===== src/rtl/div_iter_pkg.sv =====
// Shared types for the iterative radix-2 divider.
// FSM encoding and counter sizing helper.
package div_iter_pkg;

    typedef enum logic [1:0] {
        S_IDLE = 2'd0,
        S_CALC = 2'd1,
        S_FIX  = 2'd2,
        S_DONE = 2'd3
    } state_t;

    function automatic int cnt_bits(input int w);
        return $clog2(w) + 1;
    endfunction

endpackage


===== src/rtl/div_step.sv =====
// One restoring-division iteration: shift in a dividend bit,
// subtract the divisor when it fits.
module div_step #(
    parameter int unsigned WIDTH = 32
) (
    input  logic [WIDTH-1:0] rem_in,
    input  logic             bit_in,
    input  logic [WIDTH-1:0] divisor,
    output logic [WIDTH-1:0] rem_out,
    output logic             q_bit
);

    logic [WIDTH:0] shifted;
    logic [WIDTH:0] diff;

    // rem_in < divisor, so the shifted value always fits WIDTH+1 bits
    assign shifted = {rem_in, bit_in};
    assign diff    = shifted - {1'b0, divisor};
    assign q_bit   = ~diff[WIDTH];
    assign rem_out = q_bit ? diff[WIDTH-1:0]
                           : shifted[WIDTH-1:0];

endmodule


===== src/rtl/div_iter.sv =====
// Iterative radix-2 restoring divider for the EX stage.
// Signed/unsigned, cancel, divide-by-zero and early-out.
module div_iter
    import div_iter_pkg::*;
#(
    parameter int unsigned WIDTH     = 32,
    parameter bit          EARLY_OUT = 1'b1
) (
    input  logic               clk,
    input  logic               rst,
    input  logic               start_i,
    input  logic               cancel_i,
    input  logic               signed_i,
    input  logic [WIDTH-1:0]   dividend_i,
    input  logic [WIDTH-1:0]   divisor_i,
    output logic               busy_o,
    output logic               done_o,
    output logic [2*WIDTH-1:0] result_o,
    output logic               div_zero_o
);

    localparam int CW = cnt_bits(WIDTH);

    state_t             state, state_n;
    logic [CW-1:0]      cnt, cnt_n;
    logic [WIDTH-1:0]   a_q, a_n;
    logic [WIDTH-1:0]   b_q, b_n;
    logic [WIDTH-1:0]   rem_q, rem_n;
    logic [WIDTH-1:0]   quo_q, quo_n;
    logic               neg_q, neg_q_n;
    logic               neg_r, neg_r_n;
    logic [2*WIDTH-1:0] res_q, res_n;
    logic               dz_q, dz_n;

    logic               sa, sb;
    logic [WIDTH-1:0]   abs_a, abs_b;
    logic               is_zero, is_early;
    logic [WIDTH-1:0]   step_rem;
    logic               step_q;
    logic [WIDTH-1:0]   q_fix, r_fix;

    // negating INT_MIN yields 2^(WIDTH-1), read as unsigned below
    assign sa    = signed_i & dividend_i[WIDTH-1];
    assign sb    = signed_i & divisor_i[WIDTH-1];
    assign abs_a = sa ? -dividend_i : dividend_i;
    assign abs_b = sb ? -divisor_i : divisor_i;

    assign is_zero  = (divisor_i == '0);
    assign is_early = EARLY_OUT &&
                      ((abs_a == '0) || (abs_a < abs_b));

    div_step #(
        .WIDTH (WIDTH)
    ) u_step (
        .rem_in  (rem_q),
        .bit_in  (a_q[WIDTH-1]),
        .divisor (b_q),
        .rem_out (step_rem),
        .q_bit   (step_q)
    );

    assign q_fix = neg_q ? -quo_q : quo_q;
    assign r_fix = neg_r ? -rem_q : rem_q;

    always_comb begin
        state_n = state;
        cnt_n   = cnt;
        a_n     = a_q;
        b_n     = b_q;
        rem_n   = rem_q;
        quo_n   = quo_q;
        neg_q_n = neg_q;
        neg_r_n = neg_r;
        res_n   = res_q;
        dz_n    = dz_q;
        if (cancel_i) begin
            state_n = S_IDLE;
        end else begin
            unique case (state)
                S_IDLE, S_DONE: begin
                    state_n = S_IDLE;
                    if (start_i) begin
                        neg_q_n = sa ^ sb;
                        neg_r_n = sa;
                        if (is_zero) begin
                            dz_n    = 1'b1;
                            res_n   = {dividend_i,
                                       {WIDTH{1'b1}}};
                            state_n = S_DONE;
                        end else if (is_early) begin
                            dz_n    = 1'b0;
                            res_n   = {dividend_i,
                                       {WIDTH{1'b0}}};
                            state_n = S_DONE;
                        end else begin
                            dz_n    = 1'b0;
                            cnt_n   = CW'(WIDTH);
                            rem_n   = '0;
                            quo_n   = '0;
                            a_n     = abs_a;
                            b_n     = abs_b;
                            state_n = S_CALC;
                        end
                    end
                end
                S_CALC: begin
                    rem_n = step_rem;
                    quo_n = {quo_q[WIDTH-2:0], step_q};
                    a_n   = {a_q[WIDTH-2:0], 1'b0};
                    cnt_n = cnt - 1'b1;
                    if (cnt == CW'(1))
                        state_n = S_FIX;
                end
                S_FIX: begin
                    res_n   = {r_fix, q_fix};
                    state_n = S_DONE;
                end
                default: state_n = S_IDLE;
            endcase
        end
    end

    always_ff @(posedge clk or negedge rst) begin
        if (!rst) begin
            state <= S_IDLE;
            cnt   <= '0;
            a_q   <= '0;
            b_q   <= '0;
            rem_q <= '0;
            quo_q <= '0;
            neg_q <= 1'b0;
            neg_r <= 1'b0;
            res_q <= '0;
            dz_q  <= 1'b0;
        end else begin
            state <= state_n;
            cnt   <= cnt_n;
            a_q   <= a_n;
            b_q   <= b_n;
            rem_q <= rem_n;
            quo_q <= quo_n;
            neg_q <= neg_q_n;
            neg_r <= neg_r_n;
            res_q <= res_n;
            dz_q  <= dz_n;
        end
    end

    assign busy_o     = (state == S_CALC) ||
                        (state == S_FIX);
    assign done_o     = (state == S_DONE) && !cancel_i;
    assign result_o   = res_q;
    assign div_zero_o = dz_q;

endmodule

===== config.mk =====
export PLATFORM = sky130hd
export DESIGN_NAME = div_iter
export DESIGN_NICKNAME = d
export VERILOG_FILES = /design/src/rtl/div_iter_pkg.sv /design/src/rtl/div_step.sv /design/src/rtl/div_iter.sv
export SDC_FILE = /design/constraint.sdc
export NUM_CORES = 1
export LEC_CHECK = 0
export BUFFER_PORTS_ARGS = -buffer_cell sky130_fd_sc_hd__buf_4
export CAP_MARGIN = 10
export CORE_ASPECT_RATIO = 1.4
export CORE_MARGIN = 2
export CORE_UTILIZATION = 40
export CTS_CLUSTER_SIZE = 28
export DETAILED_ROUTE_END_ITERATION = 10
export GPL_TIMING_DRIVEN = 0
export MAX_ROUTING_LAYER = met4
export PLACE_DENSITY = 0.66
export SLEW_MARGIN = 20
export SYNTH_ARGS = -nofsm -noshare
export SYNTH_HDL_FRONTEND = slang
export SYNTH_SLANG_ARGS = --single-unit

===== constraint.sdc =====
create_clock -name clk -period 9.2 [get_ports clk]
set_input_delay 1.38 -clock clk [delete_from_list [all_inputs] [get_ports clk]]
set_output_delay 1.38 -clock clk [all_outputs]
set_load 0.02 [all_outputs]

# After elaboration in Yosys (flattened, before gate mapping)
# Index checks and enable logic that the tools add are counted.
# Widths: inputs -> output; s select.
op_classes:
  add_sub_neg: 6
  magnitude_cmp: 1
  n_eq_ne: 9
  n_mux: 29
  n_reduce_logical: 14
  n_bitwise: 7
op_table:
  columns: ["cell", "count"]
  rows:
  - ["$mux 32", 11]
  - ["$mux 64", 3]
  - ["$pmux 32 s2", 3]
  - ["$neg 32->32", 4]
  - ["$pmux 64 s2", 1]
  - ["$logic_not 32->1", 2]
  - ["$sub 33x32->33", 1]
  - ["$lt 32x32->1", 1]
  - ["$mux 6", 3]
  - ["$pmux 6 s2", 1]
  - ["$mux 2", 5]
  - ["$reduce_and 5->1", 2]
  - ["$eq 6x1->1 const B", 1]
  - ["$ne 2x2->1 const B", 3]
  - ["$ne 3x3->1 const B", 2]
  - ["$pmux 2 s3", 1]
  - ["$sub 6x1->6 const B", 1]
  - ["$eq 2x2->1 const B", 2]
  - ["$not 1->1", 4]
  - ["$reduce_and 4->1", 1]
  - ["$reduce_bool 2->1", 2]
  - ["$reduce_and 3->1", 1]
  - ["$and 1x1->1", 2]
  - ["$eq 2x1->1 const B", 1]
  - ["other kinds (7)", 8]
word_totals:
  reg_bits: 203
  in_bits: 69
  output_inout_bits: 67
  wordCells: 76

# Logic depth before layout (Yosys ltp)
depth:
  word_depth: 9
  ltp_mapped: 22
  ltp_nobuf: 19

# Hierarchy
# A second synthesis with hierarchy kept.
unflattened:
  hier_cells: 1809
  area_unflattened_um2: 15382.3
by_module_without_submodules:
  columns: ["module", "cells_per_inst", "area_each_um2", "n_inst", "seq_area_each_um2"]
  rows:
  - ["div_iter", 1504, 13023.7, 1, 5079.9]
  - ["div_step", 305, 2358.5, 1, 0.0]

# Least setup slack after synthesis
# OpenSTA, ideal clock, no wires.
synth_timing:
  path_kind: "input-to-reg"
  startpoint: "input divisor_i[5]"
  endpoint: "register res_q[57], in the netlist result_o[57]"
  t_arrival_ns: 5.056
  path_stages: 17
  slack_ns: 4.019
  path_cell_list: "nor4_1 nand2_1 nor4_1 nand3_1 o41ai_1 xor2_1 ha_1 nand4_1 nor3_1 nand3_1 a21oi_1 o311a_1 o21a_1 nand2_2 a22oi_4 buf_2 mux2_2"
synth_between:
  elab_chain_cells: 6
  word_cells_on_any_way: 10
  classes_between: "add/sub: 1; order compare: 1; eq/ne: 1; mux: 4; reduce/logical: 3"
synth_lines:
  columns: ["item", "line", "source"]
  rows:
  - ["start: declaration", "div_iter.sv:15", "input logic [WIDTH-1:0] divisor_i,"]
  - ["$neg 32->32", "div_iter.sv:46", "assign abs_b = sb ? -divisor_i : divisor_i;"]
  - ["$mux 32", "div_iter.sv:46", null]
  - ["$lt 32x32->1", "div_iter.sv:50", "((abs_a == '0) || (abs_a < abs_b));"]
  - ["$logic_or 1x1->1", "div_iter.sv:50", null]
  - ["$ne 3x3->1 (no source line)", null, null]
  - ["$reduce_and 4->1 (no source line)", null, null]
  - ["end signal: assignment", "div_iter.sv:144", "res_q <= res_n;"]
  - ["end: declaration", "div_iter.sv:32", "logic [2*WIDTH-1:0] res_q, res_n;"]
# Parallel ways exist; a longest one is shown, timed or not. The select of a mux whose other input is x is not followed.
# A chain may end at the register's enable or synchronous reset.

# Worst setup path after layout
layout_timing:
  startpoint: "input dividend_i[0]"
  endpoint: "register res_q[53], in the netlist result_o[53]"
layout_between:
  elab_chain_cells: 6
  word_cells_on_any_way: 7
  classes_between: "add/sub: 1; order compare: 1; eq/ne: 1; mux: 1; reduce/logical: 3"
layout_lines:
  columns: ["item", "line", "source"]
  rows:
  - ["start: declaration", "div_iter.sv:14", "input logic [WIDTH-1:0] dividend_i,"]
  - ["$neg 32->32", "div_iter.sv:45", "assign abs_a = sa ? -dividend_i : dividend_i;"]
  - ["$mux 32 *", "div_iter.sv:45", null]
  - ["$lt 32x32->1 / $logic_not 32->1 (equally long branches)", "div_iter.sv:50", null]
  - ["$logic_or 1x1->1 *", "div_iter.sv:50", null]
  - ["$ne 3x3->1 (no source line) *", null, null]
  - ["$reduce_and 4->1 (no source line) *", null, null]
# Every way passes the cells marked *; elsewhere a longest branch is shown, timed or not.

==> metrics.yaml <==
drt-total-wl_um: 47300
ys.flop_type: "dfrtp_1"
leakage_uw: 0.007660
arrival_ps: 6920
ios: 136
critPathLaunchType: "input port"
swShare_pct: 43.70
rows: 82
yosysWarnings: 0
pwr-share-clk_pct: 20.3
place_area_sq_mm: 0.01608
drive_above_1_share_pct: 13.02
cts_resized: 0
synth_nets: 1792
yosysSeqAreaShare_pct: 35.18
max_stage_delay_ps: 660
fp.dieH_um: 228.8
grt_pass1_vias: 12863
area_growth_pct: 16.66
numCtsBuffers: 23
cts_tree: "done"
final_cell_mix: "211 x nand2_1, 203 x dfrtp_1, 136 x buf_4"
crit_required_ps: 9600
hold_violations: 0
wl_per_cell_um: 20.68
worst_pin_slew_ps: 1189
synth_top_area_cell: "dfrtp_1"
place_congestion: 0.9795
syn-cell-area_sq_mm: 0.01444
drv_cap: 0
final_nets: 1948
crit_chain: "buf_4, inv_1, ha_1, nor3b_2, nand2_1, nor4_2, a31oi_1, xor2_1, ha_1, nand4_1, nor3_1, nand3_1, a21oi_1, o311a_1, o21a_1, nand2_2, a22oi_4, buf_2, mux2_1"
hpwl_um: 36710
yosys-top-cells-area: "dfrtp_1 35%, ha_1 6.3%, mux2i_1 5.5%"
worstSetupPathType: "input port to flip-flop"
grt_use_total_pct: 25.85
finClkSkew_ps: 25.04
status: "finished, final reports clean"
hold_class: "flip-flop to flip-flop"
via_count: 12840
ir_drop_uv: 133.8
ant_nets: 0
multiInputGateArea_sq_mm: 0.008715
postCtsHoldBufs: 0
async_flop_share_pct: 100.0
r2r_cells: 15
remaining_drc_errors: 0
worst_path_max_delay_cell: "a22oi_4"
clkSinkCount: 203
grt_max_degree: 81
seqCellArea_sq_mm: 0.005080
final_core_util_pct: 47.18
p_comb_share_pct: 50.9
rsz0062_at_grt: "false"
cts_max_path_buffers: 3
stdcell_area_sq_mm: 0.01684
crit_path_max_fanout: 13
internal-power_uw: 2629
fin_tns_setup_ps: 0
hp-start: "a_q[3]"
fp.dieArea_sq_mm: 0.03765
seqPwrFrac_pct: 28.8
fp.coreArea_sq_mm: 0.03570
synth_cells: 1649
powerDensity_mw_per_mm2: 277.2
fin_crit_sh_pct: 70.91
r2r_slack_ps: 4230
switching_power_uw: 2041
grt_overflow_total: 0
slew_headroom_pct: 20.75
cpMostUsedCell: "ha_1"
nFillCells: 3506
fin_crit_ps: 6524
antenna_found_initial: 3
holdPathEnd: "a_q[3]"
synth-seq-cells: 203
timing.rr.end: "rem_q[17]"
ys_types: 70
report.final.slew_viol_count: 0
cts_max_level: 1
dieWidth_um: 164.6
start_util_pct: 40.44
drt_iter0_drc: 906
cp-end-kind: "flip-flop"
dr.pass1.iters: 6
hold_depth: 2
clk_pin_slew_worst_paths_ps: 60
synth_area_per_cell_sq_um: 8.756
finalPower_uw: 4670
clk_latency_ps: 540
hold_ws_ps: 480.6
synth_enable_flop_cells: 0
r2r-start: "a_q[31]"
fmax_mhz: 153.3
clock-root-buffer: "clkbuf_16"
setup_viol: 0
viasPerCell: 5.614
grt_pass1_wl_um: 72980
final_common_cell: "nand2_1"
cts_setup_buffers: 0
io_buffers: 127
synth_top_area_share_pct: 35.18
-- power groups by stage --
| stage | Sequential (uW) | Combinational (uW) | Clock, uW |
|---|---|---|---|
| 6_report | 1350 | 2370 | 948 |
| 4_1_cts | 1350 | 2370 | 966 |
| 3_5_place_dp | 1360 | 2360 | 0 |
| 3_3_place_gp | 1350 | 2310 | 0 |
| 2_1_floorplan | 1460 | 1420 | 0 |
| 5_1_grt | 1380 | 2600 | 996 |
-- routing by layer --
metal	vias up	share of wire [%]	global-route usage, %
met1	6212	39	29.68
met2	360	51	45.03
met4	0	4.8	11.68
met5	-	0	-
met3	112	4.6	2.631
li1	6156	-	-
-- sequential cells by signal, summed over array words and instances (netlist names) --
register,cells
state,2
div_zero_o,1
b_q,32
result_o,64
neg_q,1
a_q,32
quo_q,32
rem_q,32
cnt,6
neg_r,1
-- stage by stage --
stage / instances / setup WS (ps)
after floorplan: 1649 / 4019
after global placement: 2238 / 1629
after detailed placement: 2242 / 2195
after CTS: 2282 / 2728
after global routing: 2287 / 2286
final: 2287 / 2676
-- cell usage after synthesis (5+ instances only) --
cell type / count
buf_2: 20
a21o_1: 19
buf_4: 9
dfrtp_1: 203
and3_1: 5
nand2b_1: 17
a31oi_1: 16
nand3_1: 19
nand2_1: 211
a211o_1: 5
and2_1: 8
o31ai_1: 55
nor2_1: 126
or3_1: 12
nor2b_1: 15
nor3_1: 39
mux2i_1: 80
mux2_1: 48
mux2_2: 21
nor4_1: 16
or4_1: 9
o41ai_1: 9
ha_1: 73
a211oi_1: 5
nand4_1: 19
xor2_1: 78
o21a_1: 15
xnor2_1: 71
inv_1: 68
a21oi_1: 103
o21ai_0: 133
clkbuf_1: 60
-- how the worst max path moves through the flow --
stage | cells after the start | slack, ps | from | to
final | 19 | 2680 | dividend_i[0] | result_o[53]
after CTS | 19 | 2730 | divisor_i[5] | result_o[53]
after global placement | 18 | 1630 | divisor_i[5] | result_o[33]
after floorplan | 17 | 4020 | divisor_i[5] | result_o[57]
after detailed placement | 19 | 2200 | divisor_i[5] | result_o[33]
after global routing | 19 | 2290 | divisor_i[5] | result_o[52]
-- worst max-delay path, delay by kind of cell --
family                   cells  cell delay, ps
AND/OR/NAND/NOR              7            2160
buffers and inverters        3             710
XOR/XNOR                     1             230
AO/OA/AOI/OAI                5            1500
multiplexers                 1             360
adder cells (fa/ha/maj)      2             570
-- cell families (layout without fill, tap and decap cells) --
family | count (synthesis) | after routing | share of synthesized area (%)
xor gates and xnor gates | 149 | 149 | 9.038
other | 0 | 5 | 0
buffers and inverters | 161 | 332 | 4.645
and+or+nand+nor | 516 | 516 | 16.58
AOI/OAI and AO/OA | 397 | 397 | 17.17
muxes | 149 | 149 | 10.93
DFF | 203 | 203 | 35.18
adders and majority gates | 74 | 74 | 6.465
-- area by class of cell --
class	count	area share, %
multi-input combinational	1285	51.73
sequential	203	30.16
timing repair buffer	131	6.143
clock buffer	34	3.959
tap	462	3.432
buffer	93	2.466
inverter	68	1.515
clock inverter	6	0.5199
antenna	5	0.07428
Note: power is estimated with default switching activity, not from simulation.
